`src/rtl/game_counter.sv`:
```
// game_counter: up/down counter scoring wrap events into winner/loser tallies, with a one-cycle game-over
module game_counter #(
  parameter int COUNTER_SIZE = 3,
  parameter int BIG_STEP = 2,
  parameter int WIN_LIMIT = 15,
  parameter int LOSE_LIMIT = 15,
  parameter int TALLY_WIDTH = 4
) (
  input  logic                    clock,
  input  logic                    reset,
  input  logic                    init,
  input  logic [COUNTER_SIZE-1:0] initial_value,
  input  logic                    enable,
  input  logic [1:0]              control,
  output logic [COUNTER_SIZE-1:0] counter,
  output logic                    winner,
  output logic                    loser,
  output logic [TALLY_WIDTH-1:0]  winner_count,
  output logic [TALLY_WIDTH-1:0]  loser_count,
  output logic                    gameover,
  output logic [1:0]              who
);
  typedef enum logic {RUN, OVER} state_t;
  localparam logic [COUNTER_SIZE-1:0] BIG = COUNTER_SIZE'(BIG_STEP);
  localparam logic [COUNTER_SIZE-1:0] ONE = COUNTER_SIZE'(1);
  localparam logic [TALLY_WIDTH-1:0] TMAX = '1;
  localparam logic [TALLY_WIDTH-1:0] WL = TALLY_WIDTH'(WIN_LIMIT);
  localparam logic [TALLY_WIDTH-1:0] LL = TALLY_WIDTH'(LOSE_LIMIT);
  state_t state, state_n;
  logic fresh, hit_zero, hit_ones, lose_end, win_end;
  logic [COUNTER_SIZE-1:0] step, stepped;
  always_comb begin
    step = control[0] ? BIG : ONE;
    stepped = control[1] ? counter - step : counter + step;
    hit_zero = fresh && counter == '0;
    hit_ones = fresh && counter == '1;
    lose_end = loser_count == LL;
    win_end = winner_count == WL;
    state_n = state == OVER ? RUN : (lose_end || win_end) ? OVER : RUN;
  end
  always_ff @(posedge clock) begin
    if (reset) state <= RUN;
    else state <= state_n;
  end
  always_ff @(posedge clock) begin
    if (reset || state == OVER) begin
      counter <= '0;
      fresh <= 1'b0;
      winner <= 1'b0;
      loser <= 1'b0;
      winner_count <= '0;
      loser_count <= '0;
      gameover <= 1'b0;
      who <= 2'b00;
    end else begin
      counter <= init ? initial_value : enable ? stepped : counter;
      fresh <= init | enable;
      winner <= hit_ones;
      loser <= hit_zero;
      winner_count <= winner_count + TALLY_WIDTH'(hit_ones && winner_count != TMAX);
      loser_count <= loser_count + TALLY_WIDTH'(hit_zero && loser_count != TMAX);
      gameover <= state_n == OVER;
      who <= lose_end ? 2'b01 : win_end ? 2'b10 : 2'b00;
    end
  end
endmodule

```
`config.mk`:
```
export PLATFORM = sky130hd
export DESIGN_NAME = game_counter
export DESIGN_NICKNAME = d
export VERILOG_FILES = /design/src/rtl/game_counter.sv
export SDC_FILE = /design/constraint.sdc
export NUM_CORES = 1
export LEC_CHECK = 0
export ABC_AREA = 1
export ABC_CLOCK_PERIOD_IN_PS = 1800
export BUFFER_PORTS_ARGS = -buffer_cell sky130_fd_sc_hd__clkbuf_2
export CELL_PAD_IN_SITES_DETAIL_PLACEMENT = 0
export CELL_PAD_IN_SITES_GLOBAL_PLACEMENT = 1
export CORE_AREA = 2 2 51 53
export CTS_CLUSTER_DIAMETER = 50
export DETAILED_ROUTE_END_ITERATION = 10
export DIE_AREA = 0 0 53 55
export PLACE_DENSITY_LB_ADDON = 0.2
export SYNTH_ARGS = -nofsm -noshare
export SYNTH_HDL_FRONTEND = slang
export SYNTH_SLANG_ARGS = --single-unit
```
`constraint.sdc`:
```
create_clock -name clock -period 1.8 [get_ports clock]
set_input_delay 0.36 -clock clock [delete_from_list [all_inputs] [get_ports clock]]
set_output_delay 0.36 -clock clock [all_outputs]
set_load 0.01 [all_outputs]
```
# After elaboration in Yosys (flattened, before gate mapping)
# Cells that the tools add are included.
[totals]
ff_bits = 18
in_bits = 9
[op_classes]
n_reduce_logical = 9
n_mux = 8
n_eq_ne = 5
addsub = 4
bitwise_logic = 1
[op_table]
columns = ["op", "count"]
rows = [
  ["$mux 3", 3],
  ["$add 4x1->4", 2],
  ["$eq 4x4->1 const B", 2],
  ["$ne 4x4->1 const B", 2],
  ["$logic_and 1x1->1", 4],
  ["$mux 2", 2],
  ["$add 3x2->3", 1],
  ["$eq 3x3->1 const B", 1],
  ["$logic_not 3->1", 1],
  ["$mux 1", 3],
  ["$sub 3x2->3", 1],
  ["$logic_or 1x1->1", 2],
  ["$reduce_bool 2->1", 1],
  ["$reduce_or 2->1", 1],
  ["$or 1x1->1", 1],
]

# Logic depth before layout (Yosys ltp)
[logic_depth]
word_depth = 5
ltp_mapped = 11
mapped_depth_nobuf = 11

# Worst setup path before layout
# OpenSTA, ideal clock, no wires.
[synth_path]
kind = "flip-flop to flip-flop"
from = "register counter[0]"
to = "register counter[2]"
path_buffers = 0
synth_period_minus_slack_ps = 1410
path_slack_ps = 390
required_ps = 1691
setup_time_ps = 109
stages_incl_launch_ff = 11
arrival_ps = 1301
path_cell_list = "dfxtp_1 > inv_1 > ha_1 > inv_1 > fa_1 > nand2_1 > nand3_1 > nand2_1 > nand3_1 > nand2_1 > inv_1"
[synth_between]
elab_chain_cells = 4
word_cells_on_any_way = 5
classes_between = "add/sub: 2; mux: 3"
[synth_rtl]
columns = ["element", "line_no", "source"]
rows = [
  ["from (decl)", "15", "output logic [COUNTER_SIZE-1:0] counter,"],
  ["from (signal assigned)", "56", "counter <= init ? initial_value : enable ? stepped : counter;"],
  ["$add 3x2->3 or $sub 3x2->3 (tied branches)", "34", "stepped = control[1] ? counter - step : counter + step;"],
  ["$mux 3 *", "34", ""],
  ["$mux 3 * (2 in series)", "56", ""],
]
# Every way passes the cells marked *; elsewhere a longest branch is shown, timed or not. The select of a mux whose other input is x is not followed.
# A chain may end at the register's enable or synchronous reset.

# Worst setup path after layout
# Same ends and word-level chain as after synthesis.

==> summary.txt <==
Critical path
  • CP Max Fanout: 3
  • CP endpoint kind: register
  • Worst reg-to-reg setup slack: around 0.31 ns
  • Reg-to-reg critical path endpoint: counter[2]$_SDFFE_PP0P_
  • Worst Setup EP: counter[2]$_SDFFE_PP0P_
  • Worst R2R Start: counter[0]$_SDFFE_PP0P_
  • Worst Path Arrival: 1.68 ns
  • Worst r2r path cells: 10
  • WS Path Type: register to register
  • Critical path origin: counter[0]$_SDFFE_PP0P_
  • CP startpoint kind: register
  • Required @ worst endpoint: approximately 2.0 ns

Place
  • Post-DP HPWL: between 1000 and 1500 um
  • Gp weighted congestion: a little over 0.7
  • Port bufs: 24

Floorplan
  • Starting Density: between 30% and 40%
  • Boundary Pins: 25
  • Width of the die: 53 um
  • # rows: 18
  • Core Area: 2360 sq um
  • Die Span Y: approximately 55 um
  • Full die area: 2920 sq um

Global route
  • Initial antenna violation count: 0
  • Largest net degree at the start of global routing: 16
  • Number of global-route vias before repair: approximately 570
  • Total grt overflow: 0
  • First-pass GRT wire length: between 2000 and 2500 um
  • GRT Resource Usage Total: between 10% and 20%

Clocking
  • CTS max path bufs: 2
  • Post-CTS Hold Buffers: 0
  • CTS root buf: clkbuf_4
  • CTS tree: done
  • Total CTS buffers: 3
  • Post-CTS setup buffer count: 0
  • Clk sinks: 18
  • Htree depth: 1
  • Worst-skew pair later-pin latency: approximately 0.28 ns
  • CTS resizes: 0
  • CTS clk-pin slew, worst paths: 0.09 ns

Final layout
  • Area growth, synth to finish: 20.2%
  • Share of layout cells above drive strength 1: approximately 28%
  • Nets: roughly 140
  • # diodes: 0
  • Util after Layout: approximately two fifths

Logic synthesis
  • Syn Nets: between 100 and 150
  • Asr flop ratio synth: 0%
  • Avg Cell Area, Syn: between 8 and 9 sq um
  • Area contributors post-synth: dfxtp_1 46%, ha_1 8.0%, inv_1 7.7%
  • Seq/Total Area, Yosys: a little under half
  • Synth cell count leaders: 18 x dfxtp_1, 16 x inv_1, 15 x nor2_1
  • Netlist cell types: 18
  • Synth area leader: dfxtp_1
  • Mapped Cells: between 90 and 100
  • Synth top area share: a little under half
  • Syn Std Cell Area: 782 sq um
  • Synth Register Bits: 18
  • Prevailing post-synth register cell: dfxtp_1
  • Top-count cell post-synth: dfxtp_1
  • Post-synth EDFFs: 0
  • Syn. warnings: 0

Run status
  • Status: completed

Routing
  • DR pass1 iterations: 4
  • Vias per inst: approximately 4.4
  • Routed WL per cell: around 9.5 um
  • DR vias: 653
  • Max Used Layer: met4
  • ANT nets after route: 0
  • Wire length on met3: 75 um
  • WL met2: about 640 um
  • Post-Route WL: approximately 1400 um
  • DR DRC count: 0
  • Wl on met1: slightly below 700 um
  • Initial drt markers: 18

STA
  • Final period utilization: 82.7%
  • Fin. Hold Viols: 0
  • Fin Setup TNS: 0 ns
  • Minimum clock period: between 1 and 1.5 ns
  • RSZ-0062 raised after global routing: no
  • Pins Over Slew Limit: 0
  • Max Clk Rate: between 0.6 and 0.7 GHz
  • Actual slew at the worst max-slew pin: ~0.60 ns
  • Slew HR: between 60% and 70%
  • Final Setup Violations: 0
  • Clk_skew: roughly 0.0033 ns

Power
  • Clk network pwr share: between 20 and 30%
  • Comb power frac: roughly 12%
  • Internal power: 0.000521 W
  • Sequential cell fraction of total power: about 60%
  • P per Cell Area: ~730 nW/um^2
  • Switching share of power: about a quarter
  • Peak supply drop: 0.000412 V
  • Static Leak: slightly below 0.5 nW
  • Switching power: about 0.00017 W

Job
  • Max-capacitance violation count: 0

Hold path
  • Hold crit path type: input pin to register
## critical path: stages, from the launching register on
cell     delay (ns)
dfxtp_1        0.34
inv_1          0.10
ha_1           0.16
inv_1          0.05
fa_1           0.37
nand2_1        0.10
nand3_1        0.08
nand2_1        0.06
nand3_1        0.06
nand2_1        0.06
inv_1          0.03
## power by group through the flow
stage	Combinational [W]	Sequential, W	Clock (W)
floorplan	0.0000503	0.000433	0
global route	0.0000922	0.000423	0.000219
detailed placement	0.0000812	0.000430	0
global placement	0.0000814	0.000430	0
CTS	0.0000816	0.000421	0.000202
finish	0.0000802	0.000420	0.000189
## metal layers
metal / track usage [%] / vias up
met5: 0 / -
met4: 7.69 / 0
met3: 1.88 / 4
met2: 17.9 / 19
met1: 12.2 / 284
li1: - / 346
## cell usage in the layout (no fill, tap or decap), types with 2 or more instances in the layout
master,Yosys,layout
clkbuf_2,0,24
clkbuf_4,0,3
dfxtp_1,18,18
ha_1,5,5
inv_1,16,16
nand2_1,10,10
nand3_1,8,8
nand4_1,3,3
nor2_1,15,15
nor2_2,5,5
o21ai_0,4,4
xnor2_1,2,2
## cells by family after synthesis
family / after synthesis / synth area share [%]
and+or+nand+nor: 43 / 25.0
xor gates and xnor gates: 3 / 3.36
buffers and inverters: 19 / 11.2
DFF: 18 / 46.1
adders and majority gates: 6 / 10.6
AOI/OAI and AO/OA: 6 / 3.84
## area by class of cell
type / instances / area, sq um
Clock buffer: 3 / 22.5
Tap cell: 30 / 37.5
Timing Repair Buffer: 24 / 120
Inverter: 17 / 65.1
Sequential cell: 18 / 360
Multi-Input combinational cell: 58 / 334
Fill cell: 267 / 1430
## metrics by stage
stage | hold WS [ns] | setup WS, ns | instance area, sq um | total power [W] | std cells
2_1_floorplan | 0.468 | 0.390 | 782 | 0.000483 | 95
3_3_place_gp | 0.491 | 0.279 | 917 | 0.000512 | 147
3_5_place_dp | 0.496 | 0.235 | 917 | 0.000511 | 147
4_1_cts | 0.374 | 0.307 | 940 | 0.000704 | 150
5_1_grt | 0.402 | 0.190 | 940 | 0.000734 | 150
6_report | 0.377 | 0.311 | 940 | 0.000690 | 150
## sequential cells by signal (all words and copies together), names as in the netlist
name	flops
counter	3
fresh	1
gameover	1
loser	1
loser_count	4
state	1
who	2
winner	1
winner_count	4
## worst min-delay path by stage
stage / from / cells after the start / slack (ns) / to
floorplan: fresh$_SDFF_PP0_ / 2 / 0.47 / loser$_SDFF_PP0_
global placement: winner_count[3]$_SDFF_PP0_ / 2 / 0.49 / winner_count[3]$_SDFF_PP0_
detailed placement: winner_count[3]$_SDFF_PP0_ / 2 / 0.50 / winner_count[3]$_SDFF_PP0_
CTS: initial_value[1] / 5 / 0.37 / counter[1]$_SDFFE_PP0P_
global route: initial_value[2] / 5 / 0.40 / counter[2]$_SDFFE_PP0P_
finish: initial_value[1] / 5 / 0.38 / counter[1]$_SDFFE_PP0P_
Note: power is estimated with default switching activity, not from simulation.
